$ cat config.mk
export PLATFORM = sky130hd
export DESIGN_NAME = fpu_arbiter
export DESIGN_NICKNAME = d
export VERILOG_FILES = /design/src/rtl/fpu_arbiter.sv
export SDC_FILE = /design/constraint.sdc
export NUM_CORES = 1
export LEC_CHECK = 0
export BUFFER_PORTS_ARGS = -buffer_cell sky130_fd_sc_hd__buf_4
export CORE_AREA = 3 3 159 161
export DETAILED_ROUTE_END_ITERATION = 8
export DIE_AREA = 0 0 162 164
export HOLD_SLACK_MARGIN = 0.08
export SYNTH_ARGS = -nofsm -noshare
export SYNTH_HDL_FRONTEND = slang
export SYNTH_SLANG_ARGS = --single-unit
$ cat constraint.sdc
create_clock -name clk -period 2.5 [get_ports clk]
set_input_delay 0.5 -clock clk [delete_from_list [all_inputs] [get_ports clk]]
set_output_delay 0.5 -clock clk [all_outputs]
set_load 0.005 [all_outputs]
$ cat src/rtl/fpu_arbiter.sv
// Round-robin arbiter sharing one multi-cycle start/done FPU among NREQ requesters,
// returning each result tagged with its requester ID and aborting hung operations.
module fpu_arbiter #(
    parameter  int unsigned NREQ    = 4,
    parameter  int unsigned TIMEOUT = 64,
    localparam int unsigned IDW     = $clog2(NREQ)
) (
    input  logic               clk,
    input  logic               rst,
    input  logic [NREQ-1:0]    req_valid,
    output logic [NREQ-1:0]    req_ready,
    input  logic [NREQ*32-1:0] req_a,
    input  logic [NREQ*32-1:0] req_b,
    input  logic [NREQ*2-1:0]  req_op,
    output logic               fpu_start,
    output logic [31:0]        fpu_a,
    output logic [31:0]        fpu_b,
    output logic [1:0]         fpu_op,
    input  logic               fpu_done,
    input  logic [31:0]        fpu_result,
    output logic               rsp_valid,
    input  logic               rsp_ready,
    output logic [IDW-1:0]     rsp_id,
    output logic [31:0]        rsp_data,
    output logic               rsp_err,
    output logic               busy
);
    localparam int unsigned TW   = (TIMEOUT > 2) ? $clog2(TIMEOUT) : 1;
    localparam logic [31:0] QNAN = 32'h7FC0_0000;

    typedef enum logic [1:0] {S_IDLE, S_ISSUE, S_WAIT, S_RESP} state_e;

    state_e          state_q;
    logic [IDW-1:0]  rr_ptr_q;
    logic [TW-1:0]   timer_q;
    logic            fpu_start_q;
    logic [31:0]     fpu_a_q;
    logic [31:0]     fpu_b_q;
    logic [1:0]      fpu_op_q;
    logic            rsp_valid_q;
    logic [IDW-1:0]  rsp_id_q;
    logic [31:0]     rsp_data_q;
    logic            rsp_err_q;
    logic            busy_q;

    logic [31:0]     a_arr  [NREQ];
    logic [31:0]     b_arr  [NREQ];
    logic [1:0]      op_arr [NREQ];
    logic            grant_vld;
    logic [IDW-1:0]  grant_id;
    logic [IDW-1:0]  rr_next;

    for (genvar g = 0; g < NREQ; g++) begin : g_unpack
        assign a_arr[g]  = req_a[g*32 +: 32];
        assign b_arr[g]  = req_b[g*32 +: 32];
        assign op_arr[g] = req_op[g*2 +: 2];
    end

    // First valid requester at or after the round-robin pointer, wrapping.
    always_comb begin
        grant_vld = 1'b0;
        grant_id  = '0;
        for (int unsigned k = 0; k < NREQ; k++) begin
            if (!grant_vld && req_valid[IDW'((32'(rr_ptr_q) + k) % NREQ)]) begin
                grant_vld = 1'b1;
                grant_id  = IDW'((32'(rr_ptr_q) + k) % NREQ);
            end
        end
    end

    // Ready is combinational so the handshake completes in the grant cycle.
    always_comb begin
        req_ready = '0;
        if (rst && state_q == S_IDLE && grant_vld) begin
            req_ready[grant_id] = 1'b1;
        end
    end

    assign rr_next = (rsp_id_q == IDW'(NREQ - 1)) ? '0 : rsp_id_q + IDW'(1);

    always_ff @(posedge clk or negedge rst) begin
        if (!rst) begin
            state_q     <= S_IDLE;
            rr_ptr_q    <= '0;
            timer_q     <= '0;
            fpu_start_q <= 1'b0;
            fpu_a_q     <= '0;
            fpu_b_q     <= '0;
            fpu_op_q    <= '0;
            rsp_valid_q <= 1'b0;
            rsp_id_q    <= '0;
            rsp_data_q  <= '0;
            rsp_err_q   <= 1'b0;
            busy_q      <= 1'b0;
        end else begin
            fpu_start_q <= 1'b0;
            unique case (state_q)
                S_IDLE: begin
                    if (grant_vld) begin
                        fpu_a_q     <= a_arr[grant_id];
                        fpu_b_q     <= b_arr[grant_id];
                        fpu_op_q    <= op_arr[grant_id];
                        rsp_id_q    <= grant_id;
                        fpu_start_q <= 1'b1;
                        busy_q      <= 1'b1;
                        state_q     <= S_ISSUE;
                    end
                end
                S_ISSUE: begin
                    timer_q <= '0;
                    state_q <= S_WAIT;
                end
                S_WAIT: begin
                    // A done arriving on the last allowed cycle still beats the abort.
                    if (fpu_done) begin
                        rsp_data_q  <= fpu_result;
                        rsp_err_q   <= 1'b0;
                        rsp_valid_q <= 1'b1;
                        state_q     <= S_RESP;
                    end else if (timer_q == TW'(TIMEOUT - 2)) begin
                        rsp_data_q  <= QNAN;
                        rsp_err_q   <= 1'b1;
                        rsp_valid_q <= 1'b1;
                        state_q     <= S_RESP;
                    end else begin
                        timer_q <= timer_q + TW'(1);
                    end
                end
                S_RESP: begin
                    if (rsp_ready) begin
                        rsp_valid_q <= 1'b0;
                        rr_ptr_q    <= rr_next;
                        busy_q      <= 1'b0;
                        state_q     <= S_IDLE;
                    end
                end
                default: state_q <= S_IDLE;
            endcase
        end
    end

    assign fpu_start = fpu_start_q;
    assign fpu_a     = fpu_a_q;
    assign fpu_b     = fpu_b_q;
    assign fpu_op    = fpu_op_q;
    assign rsp_valid = rsp_valid_q;
    assign rsp_id    = rsp_id_q;
    assign rsp_data  = rsp_data_q;
    assign rsp_err   = rsp_err_q;
    assign busy      = busy_q;

endmodule

==> reports/metrics.csv, run 1 <==
metric,value,unit
drive_gt1_share,45.1,%
post-cts-setup-buffers,0,
cp_data_required_time,2000,ps
netlist_top_cells_count,"dfrtp_1, nor2_1, o21ai_0",
design.core.area,24100,µm²
cp_max_fo,13,
total_power,11.6,mW
ir_drop,0.000500,V
hp-class,input pin to asynchronous set/reset pin,
crit_arrival,1860,ps
power.switching,4.56,mW
worst_pin_slew,909,ps
drv_slew,0,
synthTopCellsByArea,"dfrtp_1, mux2i_1, a221oi_1, o22ai_1, o21ai_0",
cts_buffer_depth,2,
first_iter_violations,415,
final_nets,1358,
synth_edf_count,0,
r2r_setup_slack,340,ps
clock-root-buffer,clkbuf_16,
via_count,6950,
leakage,5.02,nW
wl,27800,µm
grt_setup_unrepaired,false,
yosysWarnings,0,
cts_buffers,17,
antenna_left,0,
syn_to_final_growth,63.3,%
final-setup-viol-count,0,
critPathLaunchType,register,
clock_power_share,21.3,%
routabilityCongestion,0.810,
die_h,164,µm
yosys_register_bits,114,
num_rows,57,
reg2reg_from,state_q[0],
initial_core_util,26.5,%
clk_latency,420,ps
ys.flop_type,dfrtp_1,
power.density,1110,nW/µm²
slew_headroom,39.4,%
synthCells,656,
intPower,6.99,mW
ys_seq_area_share,44.6,%
grt_start_max_net_pins,84,
tritoncts,built,
worst_setup_path_end_kind,primary output,
io_pins,412,
viasPerCell,5.03,
synth_area_leader_cell,dfrtp_1,
swShare,39.5,%
grt_pass1_vias,6913,
seqPwrFrac,28.5,%
htree_levels,4,
place_inst,1351,
async_flop_share,100,%
fp.dieArea,26600,µm²
fin_skew,11.5,ps
p_comb_share,50.2,%
die_width,162,µm
port_buffers,411,
synth_cell_types,40,
crit_type,register to primary output,
crit_start,rr_ptr_q[0],
r2r_cells,6,
grt.total_usage,19.9,%
hold_violations,0,
max-cap-violations,0,
stdcell_count,1383,
synth_nets,968,
grt_pass1_wl,40800,µm
tns,0,ps
syn_area,6390,µm²
min_period,2360,ps
post-route-period-util,94.6,%
hpwlAfterDp,20300,µm
yosysMostFrequentCell,dfrtp_1,
fmax,0.423,GHz
diodes,0,
synth_top_area_share,44.6,%
wl_per_cell,20.1,µm
status,"complete, no violations",
drc,0,
clk_pin_slew,60,ps
r2r-end,state_q[1],
antenna_found_initial,0,
overflow,0,
dr.pass1.iters,4,
cts_hold_buf,0,
synth_area_per_cell,9.74,µm²
cts.sinks,114,
how the worst max path moves through the flow:
stage	endpoint	slack [ps]	depth (start not counted)
after global routing	req_ready[0]	10	5
after CTS	req_ready[0]	20	5
after detailed placement	fpu_b[16]	250	8
after global placement	fpu_a[30]	270	7
after floorplan	req_ready[0]	390	7
final	req_ready[0]	140	5
layout make-up:
cell class	count	area, µm²
Clock buffer	18	439
Clock inverter	14	146
Fill cell	2408	13700
Inverter	10	40.0
Multi-Input combinational cell	470	3260
Sequential cell	114	2850
Tap cell	324	405
Timing Repair Buffer	433	3290
state kept, by name, indices dropped and copies added, names as in the netlist:
signal	count
rsp_valid	1
rsp_id	2
state_q	2
rsp_err	1
rsp_data	32
rr_ptr_q	2
fpu_a	32
timer_q	6
fpu_op	2
busy	1
fpu_start	1
fpu_b	32
worst max-delay path, cell delays in order (launching register included):
cell     delay [ps]
dfrtp_1         420
nor2b_1         170
a31oi_1         260
nand2_4         220
and3_1          260
buf_4           140
cells in the final DEF (no fill, tap or decap), types with 2 or more instances in the layout:
cell type  instances
a21o_1             2
a21oi_1            4
a221oi_1          66
a22o_1            25
a31oi_1            2
and3_1            23
buf_12             3
buf_4            430
clkbuf_16         17
clkinv_4           3
dfrtp_1          114
ha_1               8
inv_1              9
inv_6              5
inv_8              3
mux2_2             2
mux2i_1           66
nand2_1           13
nand3_1            9
nand4_1            2
nor2_1            71
nor2b_1            4
nor3_1             2
o21ai_0           66
o21ai_1            9
o21ai_2            3
o22a_1             9
o22ai_1           66
xor2_1             2
layer usage:
metal	part of all wire, %	GRT usage (%)	vias up
met5	0	0	-
met4	1.6	5.43	0
met3	7.1	5.35	25
met2	51	35.0	287
met1	41	24.2	3310
li1	-	-	3328
repair_timing:
action                                 CTS  global route
endpoints found under the hold margin    0             0
setup endpoints to repair                0             2
resized for setup                        0             2
cells by family after synthesis:
group / synth area share, %
mux: 10.7
fa+ha+maj: 1.57
xor+xnor: 0.274
simple gates: 9.34
buf+inv: 5.23
compound gates: 28.3
flops: 44.6
power by group through the flow:
| stage | Clock [mW] | Sequential (mW) | Combinational (mW) |
|---|---|---|---|
| 2_1_floorplan | 0 | 3.28 | 3.14 |
| 3_3_place_gp | 0 | 3.29 | 5.80 |
| 3_5_place_dp | 0 | 3.31 | 5.86 |
| 4_1_cts | 2.54 | 3.30 | 5.88 |
| 5_1_grt | 2.61 | 3.42 | 6.37 |
| 6_report | 2.46 | 3.29 | 5.80 |
metrics by stage:
stage / setup WS, ps / cell area (µm²) / utilization [%] / hold WS (ps)
floorplan: 391 / 6390 / - / 204
global placement: 274 / 9840 / 40.8 / 480
detailed placement: 248 / 9840 / 40.8 / 492
CTS: 24.2 / 10400 / 43.2 / 237
global route: 12.2 / 10400 / 43.3 / 262
finish: 136 / 10400 / 43.3 / 216
Power figures use the tool's default switching activity.
==> run 2, diff against run 1 <==
- CAP_MARGIN: unset -> 40
- CORE_AREA: 3 3 159 161 -> 2 2 158 160
- DIE_AREA: 0 0 162 164 -> 0 0 160 162
==> run 2 against run 1 <==
Compared with the run above: sequential share of layout area fell by 0.22 points; register-to-register slack better by 130 ps; flip-flop and latch count unchanged; final cell count up 0.43%; clock-buffer cell count down 1; first-iteration DRC count down 16%; clock power rose by 2%; critical path depth unchanged; global-route usage increased by 0.20 points; final area is 0.81% higher.
==> reports/metrics.csv, run 2 (synthesis gave the netlist of run 1 again) <==
metric,value,unit,change
io_pins,412,,unchanged
overflow,0,,unchanged
fin_skew,13.3,ps,was 11.5 ps
grt_pass1_vias,7155,,was 6913
grt_start_max_net_pins,63,,was 84
dr.pass1.iters,5,,was 4
hpwlAfterDp,20200,µm,was 20300 µm
worst_setup_path_end_kind,primary output,,unchanged
power.density,1100,nW/µm²,was 1110 nW/µm²
grt_setup_unrepaired,false,,unchanged
cts_hold_buf,0,,unchanged
die_h,162,µm,was 164 µm
fillers,2370,,was 2408
fp.dieArea,25900,µm²,was 26600 µm²
cp_data_required_time,2000,ps,about the same
hp-class,input pin to asynchronous set/reset pin,,unchanged
first_iter_violations,348,,was 415
initial_core_util,26.5,%,unchanged
fmax,0.430,GHz,was 0.423 GHz
place_inst,1357,,was 1351
min_period,2330,ps,was 2360 ps
status,"complete, no violations",,unchanged
crit_arrival,1830,ps,was 1860 ps
leakage,5.06,nW,was 5.02 nW
design.core.area,24100,µm²,unchanged
diodes,0,,unchanged
clk_latency,410,ps,was 420 ps
cpMaxStageDelayCell,dfrtp_1,,unchanged
via_count,7055,,was 6950
grt.total_usage,20.1,%,was 19.9%
utilization,43.6,%,was 43.3%
tns,0,ps,unchanged
grt_pass1_wl,40800,µm,about the same
clk_pin_slew,60,ps,about the same
wl_per_cell,19.3,µm,was 20.1 µm
hold_ws,102,ps,was 216 ps
hold_violations,0,,unchanged
slowest_delay,450,ps,was 420 ps
stdcell_count,1389,,was 1383
antenna_found_initial,0,,unchanged
crit_type,register to primary output,,unchanged
post-route-period-util,93.1,%,was 94.6%
syn_to_final_growth,64.6,%,was 63.3%
dp_slack,265,ps,was 248 ps
routabilityCongestion,0.775,,was 0.810
final-setup-viol-count,0,,unchanged
clock-root-buffer,clkbuf_16,,unchanged
drive_gt1_share,45.4,%,was 45.1%
post-cts-setup-buffers,0,,unchanged
cts_buffers,17,,unchanged
tritoncts,built,,unchanged
cts.sinks,114,,unchanged
layout_commonest_cell,buf_4,,unchanged
antenna_left,0,,unchanged
die_width,160,µm,was 162 µm
critPathLaunchType,register,,unchanged
viasPerCell,5.08,,was 5.03
port_buffers,411,,unchanged
htree_levels,4,,unchanged
cp_max_fo,7,,was 13
num_rows,57,,unchanged
max-cap-violations,0,,unchanged
worstPathCellList,nand2b_1 > a21o_1 > a21oi_2 > and3_1 > buf_4,,was nor2b_1 > a31oi_1 > nand2_4 > and3_1 > buf_4
drv_slew,0,,unchanged
drc,0,,unchanged
layout_setup_ws,172,ps,was 136 ps
ir_drop,0.000484,V,was 0.000500 V
cts_buffer_depth,2,,unchanged
slew_headroom,58.7,%,was 39.4%
mostFrequentLayoutCells,"buf_4, dfrtp_1, nor2_1",,unchanged
worst_pin_slew,617,ps,was 909 ps
final_nets,1364,,was 1358
ctsResizeCount,0,,unchanged
wl,26800,µm,was 27800 µm
run 2: changes by cell type in the layout (fill, tap and decap cells not counted), sizes merged:
| cell | delta |
|---|---|
| inv | -1 |
| clkinvlp | +1 |
| clkbuf | -1 |
| buf | +6 |
| bufinv | +1 |
run 2: report_power, final:
part	total (mW)	internal [mW]	switching (mW)
logic	5.84	2.93	2.91
registers	3.29	2.69	0.602
clock network	2.50	1.50	1.00
run 2: per-stage QoR:
| stage | total power, mW | area, µm² |
|---|---|---|
| 3_5_place_dp | 9.21 | 9920 |
| 4_1_cts | 11.8 | 10500 |
| 5_1_grt | 12.5 | 10500 |
| 6_report | 11.6 | 10500 |
| 3_3_place_gp | 9.09 | 9890 |
| 2_1_floorplan | 6.42 | 6390 |
run 2: final cells by class:
cell class                      count  area (µm²)  area share, %
Inverter                           10        42.5          0.404
Clock buffer                       17         425           4.04
Multi-Input combinational cell    470        3260           31.0
Clock inverter                     15         170           1.62
Timing Repair Buffer              439        3370           32.0
Tap cell                          324         405           3.85
Sequential cell                   114        2850           27.1
run 2: path summary, 6_finish.rpt:
| path | cells past startpoint | end | start | slack [ps] |
|---|---|---|---|---|
| min in group clk | 2 | rsp_data[27] | fpu_result[27] | 300 |
| worst min register to register | 1 | rsp_data[21] | rsp_data[21] | 500 |
| max in group asynchronous | 3 | fpu_b[19] | rst | 1800 |
| worst max register to register | 7 | fpu_a[19] | rr_ptr_q[1] | 470 |
| worst min-delay path | 2 | fpu_a[30] | rst | 100 |
| worst max-delay path | 5 | req_ready[2] | rr_ptr_q[1] | 170 |
run 2: metal layers:
layer,up-vias,track usage [%],wire [µm]
met1,3356,24.7,11000
met3,27,4.88,1720
met2,329,35.1,13500
met5,-,0,0
li1,3343,-,-
met4,0,6.22,522
run 2: critical path: cells and delay by family (launching register included):
kind / cells / cell delay [ps]
flip-flops: 1 / 450
buffers and inverters: 1 / 110
AO/OA/AOI/OAI: 2 / 440
AND/OR/NAND/NOR: 2 / 420
==> run 3, diff against run 2 <==
- CORE_AREA: 2 2 158 160 -> 2 2 161 163
- CTS_BUF_LIST: unset -> sky130_fd_sc_hd__clkbuf_4
- DIE_AREA: 0 0 160 162 -> 0 0 163 165
- HOLD_SLACK_MARGIN: 0.08 -> unset
==> run 3 against run 2 <==
Compared with the run above: total power is 7.9% lower; clock skew grew 11 ps; clock-buffer cell count stayed put; critical path type unchanged; highest routed layer unchanged; largest cell class unchanged; largest power group unchanged.
==> reports/metrics.csv, run 3 (synthesis gave the netlist of run 1 again) <==
metric,value,unit,change
grt_use_met2,33.3,%,was 35.1%
use_met1,24.2,%,was 24.7%
routabilityCongestion,0.820,,was 0.775
wl,27400,µm,was 26800 µm
grt_setup_unrepaired,true,,was false
hp-class,input pin to register,,was input pin to asynchronous set/reset pin
wl_per_cell,19.6,µm,was 19.3 µm
io_pins,412,,unchanged
tritoncts,built,,unchanged
leakage,4.94,nW,was 5.06 nW
initial_core_util,25.5,%,was 26.5%
dr.pass1.iters,5,,unchanged
via_count,7034,,was 7055
crit_arrival,1840,ps,was 1830 ps
drive_gt1_share,45.9,%,was 45.4%
post-route-period-util,93.7,%,was 93.1%
die_width,163,µm,was 160 µm
hpwlAfterDp,20100,µm,was 20200 µm
worst_pin_slew,602,ps,was 617 ps
layout_commonest_cell,buf_4,,unchanged
fp.dieArea,26900,µm²,was 25900 µm²
drv_slew,0,,unchanged
clock-root-buffer,clkbuf_4,,was clkbuf_16
cp_data_required_time,2000,ps,about the same
ir_drop,0.000511,V,was 0.000484 V
grt_start_max_net_pins,106,,was 63
cp_max_fo,4,,was 7
drc,0,,unchanged
worst_setup_path_end_kind,primary output,,unchanged
mostFrequentLayoutCells,"buf_4, dfrtp_1, nor2_1",,unchanged
seqCellArea,2850,µm²,about the same
placedInstanceArea,9910,µm²,was 9920 µm²
cts_buffers,17,,unchanged
hold_violations,0,,unchanged
multi_input_area,3270,µm²,was 3260 µm²
cts.sinks,114,,unchanged
grt.total_usage,19.6,%,was 20.1%
min_period,2340,ps,was 2330 ps
num_rows,58,,was 57
final_nets,1368,,was 1364
clk_pin_slew,150,ps,was 60 ps
crit_type,register to primary output,,unchanged
max-cap-violations,0,,unchanged
slew_headroom,59.7,%,was 58.7%
power.density,1040,nW/µm²,was 1100 nW/µm²
first_iter_violations,404,,was 348
design.core.area,25000,µm²,was 24100 µm²
antenna_left,0,,unchanged
fin_area,10300,µm²,was 10500 µm²
fmax,0.427,GHz,was 0.430 GHz
utilization,41.1,%,was 43.6%
htree_levels,4,,unchanged
cts_buffer_depth,2,,unchanged
clk_latency,540,ps,was 410 ps
overflow,0,,unchanged
antenna_found_initial,1,,was 0
syn_to_final_growth,60.8,%,was 64.6%
final-setup-viol-count,0,,unchanged
status,"complete, no violations",,unchanged
port_buffers,411,,unchanged
fin_skew,24.0,ps,was 13.3 ps
die_h,165,µm,was 162 µm
use_met3,5.20,%,was 4.88%
grt_pass1_wl,40100,µm,was 40800 µm
grt_pass1_vias,6967,,was 7155
grt_busiest_layer,met2,,unchanged
fillers,2525,,was 2370
critPathLaunchType,register,,unchanged
viasPerCell,5.02,,was 5.08
[run 3: cell types whose count changed in the layout (fill, tap and decap cells not counted), sizes merged]
| cell | previous run | this run |
|---|---|---|
| inv | 17 | 22 |
| clkinv | 4 | 0 |
| buf | 439 | 441 |
| bufinv | 2 | 1 |
| clkinvlp | 2 | 3 |
| diode | 0 | 1 |
| dlygate4sd3 | 0 | 1 |
[run 3: power by group]
part           switching, mW  total, mW  leakage (nW)  internal (mW)
Clock                  0.931       1.48         0.150          0.544
Sequential             0.619       3.30          1.29           2.68
Combinational           2.97       5.94          3.50           2.97
Total                   4.52       10.7          4.94           6.19
[run 3: final timing paths]
| path | from | end | slack, ps | depth (start not counted) |
|---|---|---|---|---|
| setup reg to reg | state_q[0] | state_q[1] | 370 | 7 |
| min in group asynchronous | rst | fpu_a[25] | 360 | 2 |
| hold reg to reg | rsp_err | rsp_err | 520 | 2 |
| max in group asynchronous | rst | fpu_b[25] | 1330 | 3 |
| setup / recovery | rr_ptr_q[1] | req_ready[2] | 160 | 5 |
| hold / removal | fpu_result[25] | rsp_data[25] | 150 | 2 |
[run 3: per-stage QoR]
step	setup TNS (ps)	hold slack, ps	cells	setup WS, ps	total power, mW
finish	0	151	1400	158	10.7
global route	-4.89	76.5	1400	-4.89	11.6
CTS	0	95.3	1395	32.1	10.8
detailed placement	0	382	1361	252	9.20
global placement	0	380	1360	291	9.10
floorplan	0	204	656	391	6.42
[run 3: final cells by class]
cell class / instances / area share, %
Inverter: 10 / 0.487
Antenna cell: 1 / 0.0243
Clock buffer: 17 / 1.24
Timing Repair Buffer: 442 / 33.0
Clock inverter: 15 / 1.57
Timing Repair inverter: 1 / 0.0852
Sequential cell: 114 / 27.8
Multi-Input combinational cell: 470 / 31.8
Tap cell: 330 / 4.02
[run 3: routing by layer]
metal  up-vias  wire (µm)
li1       3346          -
met1      3329      11200
met2       325      13500
met3        34       2040
met4         0        620
met5         -          0
[run 3: critical path, cell delays in order (launching register included)]
cell	delay, ps
dfrtp_2	420
nand2b_1	190
a21o_1	220
a21oi_4	180
and3_1	190
buf_4	110
[run 3: what timing repair did]
| item | CTS | global route |
|---|---|---|
| gates resized for setup | 7 | 2 |
| cloned | 0 | 1 |
| pin swaps | 1 | 0 |
| hold endpoints to repair | 12 | 0 |
| hold buffers | 1 | 0 |
| setup buffers | 1 | 3 |
| setup endpoints to repair | 4 | 4 |
